### src/rtl/uart_pkg.sv
// Shared types and constants for the UART transmit arbiter.
package uart_pkg;

   typedef enum logic [1:0] {
      ST_IDLE      = 2'd0,
      ST_LOAD      = 2'd1,
      ST_WAIT_BUSY = 2'd2,
      ST_WAIT_DONE = 2'd3
   } tx_state_t;

   localparam int C_BUSY_TIMEOUT = 16;

   // Width of a counter that must hold values 0..max_count inclusive.
   function automatic int cnt_width(input int max_count);
      return (max_count < 1) ? 1 : $clog2(max_count + 1);
   endfunction

endpackage

### src/rtl/rr_arbiter.sv
// Combinational round-robin selector: the search starts one past the last
// winner and wraps, so every pending requester is served within G_NUM_REQ grants.
module rr_arbiter #(
   parameter int G_NUM_REQ = 2,
   parameter int G_IDW     = $clog2(G_NUM_REQ)
) (
   input  logic [G_NUM_REQ-1:0] req,
   input  logic [G_IDW-1:0]     last_grant,
   output logic                 any_grant,
   output logic [G_IDW-1:0]     winner
);

   logic [G_IDW:0] idx;

   // Walk the rotated request order and keep the first hit.
   always_comb begin
      any_grant = 1'b0;
      winner    = '0;
      idx       = '0;
      for (int i = 1; i <= G_NUM_REQ; i++) begin
         idx = {1'b0, last_grant} + (G_IDW+1)'(i);
         if (idx >= (G_IDW+1)'(G_NUM_REQ)) begin
            idx = idx - (G_IDW+1)'(G_NUM_REQ);
         end
         if (!any_grant && req[idx[G_IDW-1:0]]) begin
            any_grant = 1'b1;
            winner    = idx[G_IDW-1:0];
         end
      end
   end

endmodule

### src/rtl/uart_tx_arbiter.sv
// Shares one UART transmitter between several byte requesters.
//
// state        | meaning
// -------------+-----------------------------------------------------------
// ST_IDLE      | waiting for a request while the transmitter is free
// ST_LOAD      | strobe o_tx_en and ack the winner for one cycle
// ST_WAIT_BUSY | waiting for the transmitter to raise busy, bounded by timeout
// ST_WAIT_DONE | frame in flight, leave when busy drops
module uart_tx_arbiter
   import uart_pkg::*;
#(
   parameter int G_WORD_WIDTH   = 8,
   parameter int G_NUM_REQ      = 2,
   parameter int G_BUSY_TIMEOUT = C_BUSY_TIMEOUT
) (
   input  logic                              i_clk,
   input  logic                              i_rst,
   input  logic [G_NUM_REQ-1:0]              i_req_valid,
   input  logic [G_NUM_REQ*G_WORD_WIDTH-1:0] i_req_data,
   output logic [G_NUM_REQ-1:0]              o_req_ready,
   output logic                              o_tx_en,
   output logic [G_WORD_WIDTH-1:0]           o_tx_data,
   input  logic                              i_tx_busy,
   output logic [$clog2(G_NUM_REQ)-1:0]      o_grant_id,
   output logic                              o_busy,
   output logic                              o_timeout
);

   localparam int C_IDW = $clog2(G_NUM_REQ);
   localparam int C_CW  = cnt_width(G_BUSY_TIMEOUT);

   tx_state_t       state;
   tx_state_t       state_nxt;
   logic [C_CW-1:0] cnt;
   logic [C_IDW-1:0] last_grant;
   logic [C_IDW-1:0] win;
   logic            any_grant;
   logic            grant;
   logic            timeout_hit;

   rr_arbiter #(
      .G_NUM_REQ (G_NUM_REQ),
      .G_IDW     (C_IDW)
   ) u_rr (
      .req        (i_req_valid),
      .last_grant (last_grant),
      .any_grant  (any_grant),
      .winner     (win)
   );

   assign timeout_hit = (cnt == C_CW'(G_BUSY_TIMEOUT));
   assign o_busy      = (state != ST_IDLE);

   // Next-state decode and Moore-style strobes.
   always_comb begin
      state_nxt   = state;
      grant       = 1'b0;
      o_tx_en     = 1'b0;
      o_req_ready = '0;
      o_timeout   = 1'b0;
      case (state)
         ST_IDLE: begin
            if (any_grant && !i_tx_busy) begin
               grant     = 1'b1;
               state_nxt = ST_LOAD;
            end
         end
         ST_LOAD: begin
            o_tx_en                 = 1'b1;
            o_req_ready[o_grant_id] = 1'b1;
            state_nxt               = ST_WAIT_BUSY;
         end
         ST_WAIT_BUSY: begin
            if (timeout_hit) begin
               o_timeout = 1'b1;
               state_nxt = ST_IDLE;
            end else if (i_tx_busy) begin
               state_nxt = ST_WAIT_DONE;
            end
         end
         ST_WAIT_DONE: begin
            if (!i_tx_busy) begin
               state_nxt = ST_IDLE;
            end
         end
         default: state_nxt = ST_IDLE;
      endcase
   end

   // State register.
   always_ff @(posedge i_clk) begin
      if (i_rst) begin
         state <= ST_IDLE;
      end else begin
         state <= state_nxt;
      end
   end

   // Capture the winner's byte and index; held until the next grant.
   // last_grant resets to the top index so requester 0 is searched first.
   always_ff @(posedge i_clk) begin
      if (i_rst) begin
         o_tx_data  <= '0;
         o_grant_id <= '0;
         last_grant <= C_IDW'(G_NUM_REQ - 1);
      end else if (grant) begin
         o_tx_data  <= i_req_data[int'(win)*G_WORD_WIDTH +: G_WORD_WIDTH];
         o_grant_id <= win;
         last_grant <= win;
      end
   end

   // Busy-wait counter: cleared while loading, saturates at the timeout value.
   always_ff @(posedge i_clk) begin
      if (i_rst) begin
         cnt <= '0;
      end else if (state == ST_LOAD) begin
         cnt <= '0;
      end else if (state == ST_WAIT_BUSY && !i_tx_busy && !timeout_hit) begin
         cnt <= cnt + 1'b1;
      end
   end

endmodule

### config.mk
export PLATFORM = sky130hd
export DESIGN_NAME = uart_tx_arbiter
export DESIGN_NICKNAME = d
export VERILOG_FILES = /design/src/rtl/uart_pkg.sv /design/src/rtl/rr_arbiter.sv /design/src/rtl/uart_tx_arbiter.sv
export SDC_FILE = /design/constraint.sdc
export NUM_CORES = 1
export LEC_CHECK = 0
export ABC_CLOCK_PERIOD_IN_PS = 1700
export BUFFER_PORTS_ARGS = -buffer_cell sky130_fd_sc_hd__buf_2
export CAP_MARGIN = 20
export CORE_MARGIN = 5
export CORE_UTILIZATION = 30
export CTS_CLUSTER_DIAMETER = 50
export DETAILED_ROUTE_END_ITERATION = 16
export GPL_TIMING_DRIVEN = 0
export MAX_ROUTING_LAYER = met4
export SYNTH_ARGS = -nofsm -noshare
export SYNTH_HDL_FRONTEND = slang
export SYNTH_SLANG_ARGS = --single-unit
### constraint.sdc
create_clock -name i_clk -period 1.7 [get_ports i_clk]
set_clock_uncertainty 0.1 [all_clocks]
set_input_delay 0.34 -clock i_clk [delete_from_list [all_inputs] [get_ports i_clk]]
set_output_delay 0.34 -clock i_clk [all_outputs]
set_load 0.005 [all_outputs]
After elaboration in Yosys (flattened, before gate mapping)
Index checks and enable logic that the tools add are counted.
Storage, ports and cells
  register bits: 17
  word-level logic and storage cells: 59
  input port bits: 21
  output and inout bits: 14
Cells by class
  equality and inequality tests: 7
  magnitude comparators: 6
  mux-type cells: 23
  add/subtract/negate cells: 5
  shift-type cells: 1
  reduce and logical (&&, ||, !) cells: 12
Operators with widths (count)
  1-bit two-way mux: 16
  16-bit by 5-bit indexed part select with 8-bit output: 1
  2-bit two-way mux: 5
  2-bit case mux with 4 select lines: 1
  1-bit by 2-bit < comparator with 1-bit output, second input constant: 3
  5-bit by 1-bit adder with 5-bit output, second input constant: 1
  5-bit equality test, second input constant: 1
  1-bit logical AND: 5
  2-bit equality test, second input constant: 2
  2-bit greater-or-equal comparator, second input constant: 2
  2-bit != test, second input constant: 2
  1-bit zero test: 3
  3-bit != test, second input constant: 1
  3-bit AND reduction: 1
  1-bit by 1-bit adder with 2-bit output, second input constant: 1
  1-bit by 2-bit adder with 2-bit output, second input constant: 1
  2-bit by 1-bit equality test with 1-bit output, second input constant: 1
  2-bit zero test: 1
  2-bit nonzero test: 1
  2-bit OR reduction: 1
  1-bit subtractor, second input constant: 2
  1-bit demux with 1-bit select: 1
  1-bit greater-or-equal comparator, second input constant: 1

Depth between registers and ports, before layout
  word-level depth: 12
  depth in mapped cells: 5
  gate-level depth less buffers: 5

By module
Synthesis repeated with hierarchy kept, for this count alone.
Unflattened totals
  cell total of the unflattened synthesis: 94
  area total of the unflattened synthesis: 873.3 um^2
Modules (own cells, without submodules)
  uart_tx_arbiter: cells an instance 92, instances 1, area an instance 859.6 um^2, sequential area each 340.3 um^2
  rr_arbiter: cells an instance 2, instances 1, area an instance 13.8 um^2, sequential area each 0.0 um^2

Worst setup path before layout
Ideal clock, no wire load.
  kind: register to register
  start: reg state[0]
  end: reg cnt[2]
  arrival: 1.332 ns
  slack: 0.198 ns
  clock period less this slack: 1.502 ns
  stages on the path, launching flop included: 5
  buffers on the path: 1
  data required time: 1.530 ns
  setup time: 0.070 ns
  cells stage by stage: dfxtp_1 -> buf_6 -> or3b_1 -> or4_1 -> a21oi_1
On the way
  word-level cells in the longest chain between the ends: 3
  elaborated cells on any way between the ends: 5
  those cells by class: eq/ne (2); reduce/logical (3)
Ends and longest elaborated chain
  start: declaration: line uart_tx_arbiter.sv:32  | tx_state_t state;
  start signal: assignment: line uart_tx_arbiter.sv:95  | state <= state_nxt;
  2-bit equality test: line uart_tx_arbiter.sv:119  | end else if (state == ST_WAIT_BUSY && !i_tx_busy && !timeout_hit) begin
  1-bit logical AND (2 in a row): line uart_tx_arbiter.sv:119
  end signal: assignment: line uart_tx_arbiter.sv:120  | cnt <= cnt + 1'b1;
  end: declaration: line uart_tx_arbiter.sv:34  | logic [C_CW-1:0] cnt;
Several ways; a longest one is shown, not always the timed one.
A chain may end at the register's enable or synchronous reset.

Worst setup path in the final report
  start: reg cnt[0]
  end: out o_timeout
On the way
  word-level cells in the longest chain between the ends: 3
Ends and longest elaborated chain
  5-bit equality test: line uart_tx_arbiter.sv:51  | assign timeout_hit = (cnt == C_CW'(G_BUSY_TIMEOUT));
  1-bit two-way mux: line uart_tx_arbiter.sv:74  | if (timeout_hit) begin
  1-bit two-way mux: line uart_tx_arbiter.sv:61  | case (state)
  end: declaration: line uart_tx_arbiter.sv:26  | output logic o_timeout
Every way passes these cells.

==> flow_metrics.tcl <==
set metrics [dict create \
    grt_util_met3_pct 1.37 \
    critPathRequiredTime_ns 1.26 \
    mapped_cells 110 \
    clkSlewWorstSetupHoldPaths_ns 0.12 \
    average_via_count_per_standard_cell 5.30 \
    grt-ovfl-total 0 \
    starting_density_pct 30.7 \
    cts-root-buf "sky130_fd_sc_hd__clkbuf_4" \
    yosys-top-cells-area "sky130_fd_sc_hd__dfxtp_1 (37%), sky130_fd_sc_hd__a21oi_1 (8.1%), sky130_fd_sc_hd__a2111oi_0 (7.6%), sky130_fd_sc_hd__nor4b_1 (7.6%), sky130_fd_sc_hd__inv_1 (6.1%)" \
    min_period_ns 1.67 \
    kind_of_start_point_of_the_critical_path "flop" \
    finalNetCount 174 \
    yosysMostFrequentCell "sky130_fd_sc_hd__dfxtp_1" \
    numPortBuffers 34 \
    post_synth_most_frequent_cells "sky130_fd_sc_hd__dfxtp_1 (17), sky130_fd_sc_hd__a21oi_1 (15), sky130_fd_sc_hd__inv_1 (15), sky130_fd_sc_hd__a2111oi_0 (8), sky130_fd_sc_hd__nor4b_1 (8)" \
    wire_per_inst_um 14.0 \
    grt_start_max_net_pins 12 \
    crit_arrival_ns 1.23 \
    rsz_0062_raised_after_global_routing "yes" \
    cts_tree "done" \
    number_of_remaining_drc_errors 0 \
    cellInternalPower_uw 611 \
    p_sw_share_pct 30.5 \
    finalHoldViolations 0 \
    stdcell_count 183 \
    postSynthNetCount 133 \
    dr_vias 970 \
    gr-usage-met2_pct 21.4 \
    synthesis.area_um2 922 \
    core.rowCount 20 \
    grt_pass1_wl_um 4260 \
    yosysUniqueCellTypes 32 \
    multi_input_area_um2 544 \
    powerDensity_nw_per_um2 701 \
    die_h_um 65.4 \
    timing.max_cap.violations 0 \
    cts_hold_buffers 0 \
    area_delta_synth_final_pct 35.8 \
    ys_ff_latch 17 \
    maximum_frequency_from_static_timing_analysis_ghz 0.598 \
    clk_latency_ns 0.31 \
    detail_route.first_pass.iterations 4 \
    finalCoreUtilization_pct 41.7 \
    slew-limit-headroom_pct 69.9 \
    ys_seq_area_share_pct 36.9 \
    async_reset_ff_share_pct 0 \
    globalRoute.busiestLayer "met2" \
    post-place-cells 177 \
    cts_max_level 1 \
    gp_routability_congestion 0.804 \
    grt_util_met1_pct 15.6 \
    nFillCells 314 \
    status "complete, no violations" \
    post-route-worst-setup-slack_ns 0.0275 \
    dp.final_hpwl_um 1800 \
    place_ws_ns -0.00179 \
    antenna-diode-count 0 \
    total_switching_power_uw 268 \
    worstPathMaxFanout 2 \
    count_of_warnings_emitted_by_yosys 0 \
    power.combinational.fraction_pct 21.9 \
    drt_iter0_drc 41 \
    design.die.area_um2 4280 \
    fin_setup_tns_ns 0 \
    syn_area_per_cell_um2 8.38 \
    p_leak_uw 0.000531 \
    numCtsBuffers 3 \
    final-max-slew-violation-count 0 \
    cts_buffer_depth 2 \
    final-seq-area_um2 347 \
    timing.final.setup_violations 0 \
    fin_crit_sh_pct 98.4 \
    overall_die_width_um 65.4 \
    timing_worst_slew_pin_value_ns 0.452 \
    io_pins 35 \
    worst_hold_path_type "in -> reg" \
    routed_wl_um 2570 \
    core-area_um2 3000 \
    worst_setup_path_category "reg -> out" \
    power.share.sequential_pct 50.6 \
    yosys.area.top_type_share_pct 36.9 \
    grt_antenna_before_repair 0 \
    cts_num_sinks 17 \
    post_route_cells_drive_above_1_share_pct 40.0 \
    dominantRegCellSynth "sky130_fd_sc_hd__dfxtp_1" \
    post-synth-top-area-cell "sky130_fd_sc_hd__dfxtp_1" \
    grt_pass1_vias 961 \
    critPathLaunch "cnt[0]" \
    worst_r2r_startpoint "cnt[0]" \
    antenna_left 0 \
    worst_setup_path_end_kind "primary output" \
    p_clk_share_pct 27.5 \
    synth_edf_count 0 \
    ir_drop_mv 0.254 \
    timing.hold.worst.start "i_rst" \
    fin_hold_ws_ns 0.140 \
    timing.reg2reg.setup_slack_ns 0.06 \
    gr-usage-all-layers_pct 12.9 \
]
-- layout by cell type (no fill, tap or decap), types with 4 or more instances in the layout --
| cell | count |
|---|---|
| sky130_fd_sc_hd__inv_1 | 13 |
| sky130_fd_sc_hd__buf_2 | 34 |
| sky130_fd_sc_hd__dfxtp_1 | 14 |
| sky130_fd_sc_hd__a21oi_1 | 15 |
| sky130_fd_sc_hd__buf_4 | 5 |
| sky130_fd_sc_hd__clkbuf_1 | 4 |
| sky130_fd_sc_hd__o21ai_0 | 4 |
| sky130_fd_sc_hd__nor4b_1 | 7 |
| sky130_fd_sc_hd__nand3_1 | 4 |
| sky130_fd_sc_hd__a2111oi_0 | 5 |
-- layer usage --
layer	share of wire (%)	up-vias	routed length (um)
li1	-	480	-
met5	0	-	0
met3	5.3	4	137
met4	2.5	0	63
met1	43	459	1090
met2	50	27	1270
-- area by class of cell --
cell class | count | share of cell area (%)
flip-flops and latches | 17 | 27.7
plain buffers | 6 | 2.70
multi-input cells | 70 | 43.5
repair buffers | 38 | 16.0
inverters | 15 | 4.50
clock buffers | 3 | 1.80
well taps | 33 | 3.30
clock inverters | 1 | 0.599
-- flip-flops by register name, summed over array words and instances, names as in the netlist --
| signal | count |
|---|---|
| last_grant | 1 |
| o_tx_data | 8 |
| cnt | 5 |
| state | 2 |
| o_grant_id | 1 |
-- critical path, cell delays in order, from the launching register on --
cell and delay, ns:
sky130_fd_sc_hd__dfxtp_2 0.34, sky130_fd_sc_hd__inv_2 0.06, sky130_fd_sc_hd__ha_4 0.14, sky130_fd_sc_hd__nand4bb_4 0.12, sky130_fd_sc_hd__nor3_2 0.12, sky130_fd_sc_hd__buf_2 0.13
-- logic make-up (layout without fill, tap and decap cells) --
| group | Yosys count | after routing | share of synthesized area [%] |
|---|---|---|---|
| simple gates | 35 | 35 | 26.7 |
| compound gates | 33 | 33 | 23.3 |
| buf+inv | 23 | 63 | 10.3 |
| flops | 17 | 17 | 36.9 |
| fa+ha+maj | 2 | 2 | 2.71 |
-- power groups by stage --
stage	clock (uW)	sequential (uW)	combinational, uW
detailed placement	0	454	178
CTS	249	446	184
global route	264	450	217
floorplan	0	453	98.5
finish	242	444	192
global placement	0	453	174
-- what timing repair did --
action / in CTS / in global routing
pin swaps: 3 / 2
resized for setup: 8 / 10
buffers inserted: 4 / 0
setup endpoints to repair: 2 / 14
-- final timing paths --
kind	depth (start not counted)	endpoint
max	5	o_timeout
min	2	o_tx_data[7]
max reg2reg	6	cnt[2]
min reg2reg	2	o_tx_data[6]
-- metrics by stage --
stage / instance area (um^2) / power [uW]
after global placement: 1130 / 627
after detailed placement: 1130 / 632
after global routing: 1250 / 930
final: 1250 / 878
after CTS: 1210 / 879
after floorplan: 922 / 552
Note: power is estimated with default switching activity, not from simulation.
